==> src/rtl/ramb4_s16_arb.sv <==
// Two-client round-robin front end for a single-port 256x16 block RAM.
// It also runs a full-array clear sweep after reset or when CLR is requested.
module ramb4_s16_arb #(
    parameter logic [15:0] CLR_VAL    = 16'h0000,
    parameter bit          CLR_ON_RST = 1'b1
) (
    input  logic        CLK,
    input  logic        RST,
    input  logic        CLR,
    output logic        BUSY,
    input  logic        REQA,
    input  logic        REQB,
    input  logic        WEA,
    input  logic        WEB,
    input  logic [7:0]  ADDRA,
    input  logic [7:0]  ADDRB,
    input  logic [15:0] DIA,
    input  logic [15:0] DIB,
    output logic        GNTA,
    output logic        GNTB,
    output logic        VLDA,
    output logic        VLDB,
    output logic [15:0] DOA,
    output logic [15:0] DOB,
    output logic        RAM_EN,
    output logic        RAM_WE,
    output logic [7:0]  RAM_ADDR,
    output logic [15:0] RAM_DI,
    input  logic [15:0] RAM_DO,
    output logic        RAM_RST
);
    typedef enum logic {ST_CLEAR = 1'b0, ST_RUN = 1'b1} state_t;

    state_t      state_reg, state_next;
    logic [7:0]  ca_reg, ca_next;
    logic        pri_reg, pri_next;

    logic        cl_req  [2];
    logic        cl_we   [2];
    logic [7:0]  cl_addr [2];
    logic [15:0] cl_di   [2];
    logic        gnt     [2];
    logic        vld_reg [2];
    logic        vld_next[2];
    logic        sel;

    assign cl_req[0]  = REQA;
    assign cl_req[1]  = REQB;
    assign cl_we[0]   = WEA;
    assign cl_we[1]   = WEB;
    assign cl_addr[0] = ADDRA;
    assign cl_addr[1] = ADDRB;
    assign cl_di[0]   = DIA;
    assign cl_di[1]   = DIB;

    always_comb begin
        state_next  = state_reg;
        ca_next     = ca_reg;
        pri_next    = pri_reg;
        gnt[0]      = 1'b0;
        gnt[1]      = 1'b0;
        vld_next[0] = 1'b0;
        vld_next[1] = 1'b0;
        sel         = 1'b0;
        BUSY        = 1'b0;
        RAM_EN      = 1'b0;
        RAM_WE      = 1'b0;
        RAM_ADDR    = 8'h00;
        RAM_DI      = 16'h0000;
        if (!RST) begin
            case (state_reg)
                ST_CLEAR: begin
                    BUSY     = 1'b1;
                    RAM_EN   = 1'b1;
                    RAM_WE   = 1'b1;
                    RAM_ADDR = ca_reg;
                    RAM_DI   = CLR_VAL;
                    ca_next  = ca_reg + 8'd1;
                    if (ca_reg == 8'hFF)
                        state_next = ST_RUN;
                end
                default: begin
                    if (CLR) begin
                        // clear wins over any request presented this cycle
                        state_next = ST_CLEAR;
                        ca_next    = 8'h00;
                    end else begin
                        gnt[0] = cl_req[0] && (!cl_req[1] || !pri_reg);
                        gnt[1] = cl_req[1] && (!cl_req[0] || pri_reg);
                        sel    = gnt[1];
                        if (gnt[0] || gnt[1]) begin
                            RAM_EN        = 1'b1;
                            RAM_WE        = cl_we[sel];
                            RAM_ADDR      = cl_addr[sel];
                            RAM_DI        = cl_di[sel];
                            vld_next[sel] = !cl_we[sel];
                            pri_next      = !sel;
                        end
                    end
                end
            endcase
        end
    end

    always_ff @(posedge CLK) begin
        if (RST) begin
            state_reg <= CLR_ON_RST ? ST_CLEAR : ST_RUN;
            ca_reg    <= 8'h00;
            pri_reg   <= 1'b0;
        end else begin
            state_reg <= state_next;
            ca_reg    <= ca_next;
            pri_reg   <= pri_next;
        end
    end

    genvar gi;
    generate
        for (gi = 0; gi < 2; gi++) begin : g_vld
            always_ff @(posedge CLK) begin
                if (RST)
                    vld_reg[gi] <= 1'b0;
                else
                    vld_reg[gi] <= vld_next[gi];
            end
        end
    endgenerate

    // a read granted just before reset is dropped rather than reported
    assign VLDA    = vld_reg[0] && !RST;
    assign VLDB    = vld_reg[1] && !RST;
    assign GNTA    = gnt[0];
    assign GNTB    = gnt[1];
    assign DOA     = RAM_DO;
    assign DOB     = RAM_DO;
    assign RAM_RST = 1'b0;
endmodule

==> config.mk <==
export PLATFORM = sky130hd
export DESIGN_NAME = ramb4_s16_arb
export DESIGN_NICKNAME = d
export VERILOG_FILES = /design/src/rtl/ramb4_s16_arb.sv
export SDC_FILE = /design/constraint.sdc
export NUM_CORES = 1
export LEC_CHECK = 0
export CAP_MARGIN = 20
export CORE_MARGIN = 2
export CORE_UTILIZATION = 31
export DETAILED_ROUTE_END_ITERATION = 8
export PLACE_DENSITY = 0.82
export SLEW_MARGIN = 10
export SYNTH_ARGS = -nofsm -noshare
export SYNTH_HDL_FRONTEND = slang
export SYNTH_SLANG_ARGS = --single-unit
==> constraint.sdc <==
create_clock -name CLK -period 2.03 [get_ports CLK]
set_input_delay 0.5075 -clock CLK [delete_from_list [all_inputs] [get_ports CLK]]
set_output_delay 0.5075 -clock CLK [all_outputs]
set_load 0.01 [all_outputs]
==> impl_metrics.yaml, run 1 <==
die:
  die_area_um2: 5250
  initial_utilization_pct: 32.7
  io_pins: 135
  fp.dieW_um: 72.5
  core_area_um2: 4440
  num_rows: 24
  die_h_um: 72.5
clock_network:
  root_buffer: "clkbuf_8"
  clk_latency_ps: 250
  htree_levels: 1
  cts-hold-fix-buffers: 0
  clock_sinks: 12
  cts.path.max_buffers: 2
  cts.clk_slew.worst_paths_ps: 50
  numCtsBuffers: 3
  cts_tree: "done"
synth:
  ys_dominant_reg_cell: "dfxtp_1"
  synth_top_area_share_pct: 18.1
  syn_area_um2: 1450
  syn_inst: 205
  synth_edf_count: 0
  ys_types: 44
  synth_area_leaders: "buf_4 18%, dfxtp_1 17%, o21ai_0 9.3%"
  synth-seq-area-share_pct: 16.5
  syn_nets: 277
  synth_top_area_cell: "buf_4"
  ys_ff_latch: 12
  ys_warn_count: 0
  ys_async_sr_fraction_pct: 0
  avgSynthCellArea_um2: 7.09
worst_setup_path:
  rrSetupSlack_ps: 660
  r2r-start: "state_reg"
  cp_max_fo: 6
  crit_type: "input port to primary output"
  endpoint_kind: "primary output"
  r2r_cells: 5
  r2r-end: "ca_reg[5]"
  cp-startpoint: "REQB"
  arrival_ps: 1490
  cp-start-kind: "input port"
  required_ps: 1520
global_route:
  grt_pass1_vias: 1789
  antenna_found_initial: 0
  grt_pass1_wl_um: 8530
  grt_max_degree: 21
  overflow: 0
  grt_usage_pct: 20.4
place:
  routabilityCongestion: 0.816
  dp_hpwl_um: 3770
  io_buffers: 85
final_layout:
  nNetsFinal: 355
  fin_util_pct: 53.2
  n_fill_cell: 433
  syn2layout_area_growth_pct: 62.8
  largest_reg_flops: 8
  num_antenna_cells: 0
  drive_gt1_share_pct: 33.8
worst_hold_path:
  hp-start: "RST"
  hold_class: "input port to flip-flop"
  hold_end: "pri_reg"
  hold_path_depth: 3
detailed_routing:
  wl_um: 5490
  drt_first_pass_iters: 4
  ant_nets: 0
  post_drt_via_cell_ratio: 5.42
  drc: 0
  drtIter0Drc: 93
  route.vias.total: 1804
  post_drt_wl_per_cell_um: 16.5
pwr:
  p_leak_uw: 0.000954
  powerDensity_nw_per_um2: 317
  vdd_drop_max_uv: 151
sta:
  setup_tns_ps: 0
  timing.fmax_ghz: 0.500
  finalCriticalPeriod_ps: 2000
  finClkSkew_ps: 1.59
  maxSlewViolCount: 0
  rsz0062_at_grt: "true"
  finalSetupViolations: 0
  min_period_over_period_pct: 98.5
  timing_hold_violations_final: 0
run_status:
  status: "finished clean"
flow_run:
  drv_cap: 0
==> worst max-delay path by stage <==
stage | end | slack (ps) | cells after the start
after detailed placement | RAM_ADDR[3] | -780 | 7
after global routing | RAM_ADDR[7] | -40 | 6
final | RAM_ADDR[7] | 30 | 6
after CTS | RAM_DI[12] | -9 | 6
after global placement | RAM_ADDR[3] | -740 | 7
after floorplan | RAM_DI[0] | 100 | 5
==> cell type report <==
class	count	area (um^2)	share of cell area, %
timing repair buffer	120	1010	42.8
multi-input combinational	143	993	42.0
sequential	12	241	10.2
tap	52	65.1	2.75
clock buffer	3	41.3	1.75
inverter	3	11.3	0.476
==> cell usage after synthesis, drive strengths merged, types with 2 or more instances <==
master	number
mux2	2
nor3	2
nor4	2
a21oi	22
clkbuf	7
nor2b	3
dfxtp	12
and3	4
nand2	12
o21ai	27
inv	3
nand3	19
a32oi	8
nor3b	4
nand4	2
buf	43
a22oi	7
nor2	10
==> where the power goes <==
| part | internal (uW) | total [uW] | switching [uW] |
|---|---|---|---|
| combinational | 162 | 278 | 115 |
| clock | 131 | 223 | 92.0 |
| sequential | 241 | 248 | 7.28 |
| total | 534 | 749 | 215 |
==> cells by family (layout without fill, tap and decap cells) <==
| logic type | Yosys count | count (layout) | share of synthesized area (%) |
|---|---|---|---|
| AOI/OAI and AO/OA | 72 | 72 | 30.5 |
| and+or+nand+nor | 64 | 67 | 25.7 |
| other | 1 | 1 | 0.258 |
| DFF | 12 | 12 | 16.5 |
| adders and majority gates | 1 | 1 | 0.861 |
| muxes | 2 | 2 | 1.55 |
| buffers and inverters | 53 | 126 | 24.6 |
==> worst max-delay path, cell delays in order <==
cell             delay (ps)
clkdlybuf4s15_2         220
or2_4                   270
buf_12                  160
nand2_8                 100
a22oi_2                  80
buf_2                   150
==> cell usage in the layout (no fill, tap or decap), types with 4 or more instances in the layout <==
| master | count |
|---|---|
| a21oi_1 | 20 |
| a22oi_2 | 6 |
| a32oi_1 | 6 |
| and3_1 | 4 |
| buf_2 | 21 |
| buf_4 | 25 |
| buf_6 | 9 |
| clkbuf_2 | 9 |
| clkdlybuf4s50_1 | 50 |
| dfxtp_1 | 11 |
| nand2_1 | 11 |
| nand2_8 | 4 |
| nand3_1 | 19 |
| nor2_1 | 9 |
| o21ai_0 | 20 |
| o21ai_1 | 6 |
==> metrics by stage <==
step | setup slack [ps] | hold slack [ps] | area, um^2 | cells | total power, uW
6_report | 30.0 | 545 | 2360 | 333 | 749
5_1_grt | -40.6 | 563 | 2360 | 333 | 783
4_1_cts | -9.15 | 569 | 2410 | 334 | 740
3_5_place_dp | -782 | 556 | 2250 | 323 | 503
3_3_place_gp | -735 | 534 | 2250 | 323 | 498
2_1_floorplan | 99.2 | 474 | 1450 | 205 | 405
==> per-layer routing <==
metal / track usage (%) / vias up / part of all wire, %
met5: 0 / - / 0
met4: 5.56 / 0 / 0.80
met3: 4.58 / 5 / 10
met2: 37.0 / 80 / 48
met1: 24.1 / 846 / 41
li1: - / 873 / -
==> repair_timing <==
| action | in CTS | in global routing |
|---|---|---|
| cloned | 4 | 0 |
| setup buffers | 4 | 0 |
| gates resized for setup | 131 | 31 |
| setup endpoints to repair | 31 | 23 |
| pin swaps | 6 | 5 |
No activity file was read; power rests on OpenSTA's default activity.
==> inputs of run 2 (changes only) <==
Settings changed: CORE_UTILIZATION 31 to 28, PLACE_DENSITY 0.82 to 0.78.
Clock period 2.03 ns to 1.8 ns, I/O delays scaled along.
==> impl_metrics.yaml, run 2 (same netlist as run 1, synthesis figures left out) <==
run_status:
  status: "complete, but fails checks"
  violations: "setup timing"
place:
  io_buffers: 85
  routabilityCongestion: 0.822
  dp_hpwl_um: 3680
worst_setup_path:
  arrival_ps: 1430
  required_ps: 1350
  r2r-end: "ca_reg[5]"
  cp-endpoint: "RAM_ADDR[3]"
  cp-startpoint: "RST"
  cp_max_fo: 5
  cp-start-kind: "input port"
  rrSetupSlack_ps: 340
  r2r-start: "state_reg"
  endpoint_kind: "primary output"
  crit_type: "input port to primary output"
  r2r_cells: 6
global_route:
  grt_usage_pct: 19.4
  grt_pass1_vias: 1832
  grt_pass1_wl_um: 9350
  grt_max_degree: 25
  antenna_found_initial: 0
  overflow: 0
clock_network:
  clk_latency_ps: 240
  root_buffer: "clkbuf_8"
  clock_sinks: 12
  cts.clk_slew.worst_paths_ps: 50
  cts-hold-fix-buffers: 0
  numCtsBuffers: 3
  htree_levels: 1
  cts.path.max_buffers: 2
  cts_tree: "done"
final_layout:
  num_antenna_cells: 0
  layout_commonest_cell: "clkdlybuf4s50_1"
  syn2layout_area_growth_pct: 84.9
  multiInputGateArea_um2: 1080
  fin_util_pct: 53.3
  drive_gt1_share_pct: 46.4
  largest_reg_flops: 8
  n_fill_cell: 462
  seqCellArea_um2: 243
  layout_common_cells: "49 x clkdlybuf4s50_1, 31 x buf_4, 29 x buf_2, 19 x nand3_1, 18 x o21ai_1"
  nNetsFinal: 369
pwr:
  clock_power_share_pct: 27.4
  comb_power_share_pct: 41.4
  internal-power_uw: 638
  power_frac_seq_pct: 31.2
  vdd_drop_max_uv: 294
  p_sw_uw: 264
  powerDensity_nw_per_um2: 336
  p_leak_uw: 0.00111
  swShare_pct: 29.3
die:
  initial_utilization_pct: 28.8
  die_area_um2: 5780
  num_rows: 26
  core_area_um2: 5040
  io_pins: 135
  fp.dieW_um: 76.0
  die_h_um: 76.0
sta:
  maxSlewViolCount: 0
  finClkSkew_ps: 3.48
  rsz0062_at_grt: "true"
  hold_ws_ps: 587
  finalCriticalPeriod_ps: 1880
  fin_ws_ps: -83.0
  min_period_over_period_pct: 105
  timing.fmax_ghz: 0.531
  timing_hold_violations_final: 0
  finalSetupViolations: 19
worst_hold_path:
  hold_class: "input port to flip-flop"
detailed_routing:
  route.vias.total: 1875
  drt_first_pass_iters: 4
  wl_um: 5880
  post_drt_wl_per_cell_um: 16.1
  drc: 0
  ant_nets: 0
  post_drt_via_cell_ratio: 5.14
  drtIter0Drc: 76
flow_run:
  drv_cap: 0
-- run 2: cell types whose count changed in the layout (fill, tap and decap cells not counted), moves of 6 or more --
cell / delta
nand2_1: -8
buf_4: +6
clkbuf_2: -9
buf_2: +8
o21ai_1: +12
o21ai_0: -17
buf_6: +6
-- run 2: metrics by stage --
| stage | setup slack [ps] | power (uW) | setup TNS (ps) | instances | instance area (um^2) |
|---|---|---|---|---|---|
| 5_1_grt | -141 | 946 | -2390 | 365 | 2690 |
| 3_3_place_gp | -857 | 568 | -23950 | 344 | 2320 |
| 2_1_floorplan | 0.369 | 457 | 0 | 205 | 1450 |
| 6_report | -83.0 | 902 | -752 | 365 | 2690 |
| 3_5_place_dp | -900 | 574 | -25040 | 344 | 2320 |
| 4_1_cts | -67.6 | 885 | -442 | 362 | 2590 |
-- run 2: worst min path at each step --
stage | from | endpoint | cells past startpoint
2_1_floorplan | ca_reg[7] | state_reg | 2
3_3_place_gp | ca_reg[7] | state_reg | 2
3_5_place_dp | ca_reg[7] | state_reg | 2
4_1_cts | ca_reg[7] | state_reg | 2
5_1_grt | RST | pri_reg | 4
6_report | RST | pri_reg | 4
-- run 2: per-layer routing --
metal	global-route usage, %	wire (um)
met2	31.3	2750
met5	0	0
met3	5.57	524
met1	24.6	2470
met4	6.91	138
-- run 2: power by group through the flow --
stage	combinational, uW	clock [uW]	sequential [uW]
after global placement	285	0	283
after global routing	399	265	282
final	374	247	281
after CTS	359	247	280
after detailed placement	291	0	283
after floorplan	174	0	283
-- run 2: area by class of cell --
type                       count  area share, %
inverter                       3          0.419
tap                           70           3.26
clock buffer                   3           1.54
timing repair buffer         135           45.4
sequential                    12           9.04
multi-input combinational    142           40.4
-- run 2: what timing repair did --
item | in CTS | in global routing
endpoints found under the setup margin | 31 | 28
resized for setup | 208 | 24
setup buffers | 11 | 2
pin swaps | 14 | 5
cloned | 4 | 1
-- run 2: critical path: stages --
cell and delay, ps:
buf_8 100, buf_6 120, nor2_4 120, buf_6 140, buf_12 120, nand2_2 60
a22oi_2 170, buf_2 150
==> inputs of run 3 (changes only) <==
Settings changed: GPL_ROUTABILITY_DRIVEN set to 0, SETUP_SLACK_MARGIN set to 0.5.
==> impl_metrics.yaml, run 3 (same netlist as run 1, synthesis figures left out) <==
final_layout:
  layout_common_cells: "49 x clkdlybuf4s50_1, 32 x buf_4, 26 x buf_2, 23 x buf_6, 18 x nand3_1"
  num_antenna_cells: 0
  fin_area_um2: 2720
  syn2layout_area_growth_pct: 87.0
  layout_commonest_cell: "clkdlybuf4s50_1"
  nNetsFinal: 367
  drive_gt1_share_pct: 50.3
  largest_reg_flops: 8
worst_setup_path:
  r2r_cells: 5
  crit_type: "flip-flop to primary output"
  cp-start-kind: "flip-flop"
  rrSetupSlack_ps: 400
  arrival_ps: 1450
  r2r-end: "ca_reg[5]"
  cp_max_fo: 7
  required_ps: 1350
  r2r-start: "state_reg"
  endpoint_kind: "primary output"
global_route:
  grt_max_degree: 19
  antenna_found_initial: 0
  grt_pass1_vias: 1885
  grt_pass1_wl_um: 9070
  overflow: 0
  grt_usage_pct: 18.9
run_status:
  status: "complete, but fails checks"
  violations: "setup timing"
worst_hold_path:
  hold_path_depth: 3
  hold_class: "input port to flip-flop"
  hold_end: "vld_reg[0]"
  hp-start: "WEA"
place:
  placedInstanceArea_um2: 2430
  io_buffers: 85
  dp_hpwl_um: 4020
  place_ws_ps: -872
die:
  num_rows: 26
  io_pins: 135
  core_area_um2: 5040
  fp.dieW_um: 76.0
  die_area_um2: 5780
  die_h_um: 76.0
  initial_utilization_pct: 28.8
detailed_routing:
  route.vias.total: 1897
  wl_um: 5760
  post_drt_via_cell_ratio: 5.21
  drc: 0
  drt_first_pass_iters: 4
  post_drt_wl_per_cell_um: 15.8
  ant_nets: 0
  drtIter0Drc: 85
clock_network:
  root_buffer: "clkbuf_8"
  cts.clk_slew.worst_paths_ps: 60
  cts-hold-fix-buffers: 0
  clk_latency_ps: 240
  cts.path.max_buffers: 2
  numCtsBuffers: 3
  htree_levels: 1
  cts_tree: "done"
  clock_sinks: 12
pwr:
  p_leak_uw: 0.00108
  vdd_drop_max_uv: 227
  powerDensity_nw_per_um2: 345
sta:
  min_period_over_period_pct: 106
  finClkSkew_ps: 0.833
  finalSetupViolations: 27
  maxSlewViolCount: 0
  fin_ws_ps: -102
  timing_hold_violations_final: 0
  finalCriticalPeriod_ps: 1900
  timing.fmax_ghz: 0.526
  rsz0062_at_grt: "true"
  hold_ws_ps: 504
flow_run:
  drv_cap: 0
## run 3: cell type report
class | count | area [um^2]
multi-input cells | 140 | 1110
clock buffers | 4 | 55.1
fillers | 472 | 2330
flip-flops and latches | 12 | 243
well taps | 70 | 87.6
repair buffers | 135 | 1210
inverters | 3 | 11.3
## run 3: critical path, stage by stage (launching register included)
cell and delay, ps:
dfxtp_2 350, nor3b_4 240, buf_6 140, nand2_4 60, buf_12 140, a22oi_2 140, buf_2 150
## run 3: stage by stage
step,cells,setup TNS (ps),power [uW],util (%)
after floorplan,205,0,471,-
after global placement,344,-23760,580,48.1
after detailed placement,344,-24720,587,48.1
after CTS,359,-2580,922,50.6
after global routing,364,-3850,984,53.9
final,364,-1990,938,53.9
## run 3: routing by layer
layer | global-route usage [%] | up-vias | share of wire (%)
li1 | - | 899 | -
met1 | 23.2 | 888 | 40
met2 | 32.5 | 94 | 51
met3 | 2.73 | 16 | 6.9
met4 | 9.27 | 0 | 2.2
met5 | 0 | - | 0
## run 3: timing repair
item / in CTS / in global routing
cloned: 2 / 0
pin swaps: 7 / 7
setup buffers: 9 / 5
endpoints found under the setup margin: 43 / 39
gates resized for setup: 192 / 40
## run 3: how the worst max path moves through the flow
| stage | from | end | slack (ps) | depth (start not counted) |
|---|---|---|---|---|
| 3_3_place_gp | RST | RAM_WE | -870 | 6 |
| 4_1_cts | state_reg | RAM_ADDR[7] | -140 | 6 |
| 2_1_floorplan | RST | RAM_ADDR[5] | 4 | 5 |
| 5_1_grt | state_reg | RAM_DI[1] | -180 | 6 |
| 3_5_place_dp | RST | RAM_ADDR[7] | -870 | 6 |
| 6_report | state_reg | RAM_ADDR[7] | -100 | 6 |
## run 3: report_power, final
part           switching [uW]  leakage, uW  internal (uW)  total [uW]
sequential               6.62    0.0000983            271         278
clock                     110    0.0000288            194         304
combinational             155     0.000950            202         356
total                     272      0.00108            666         938
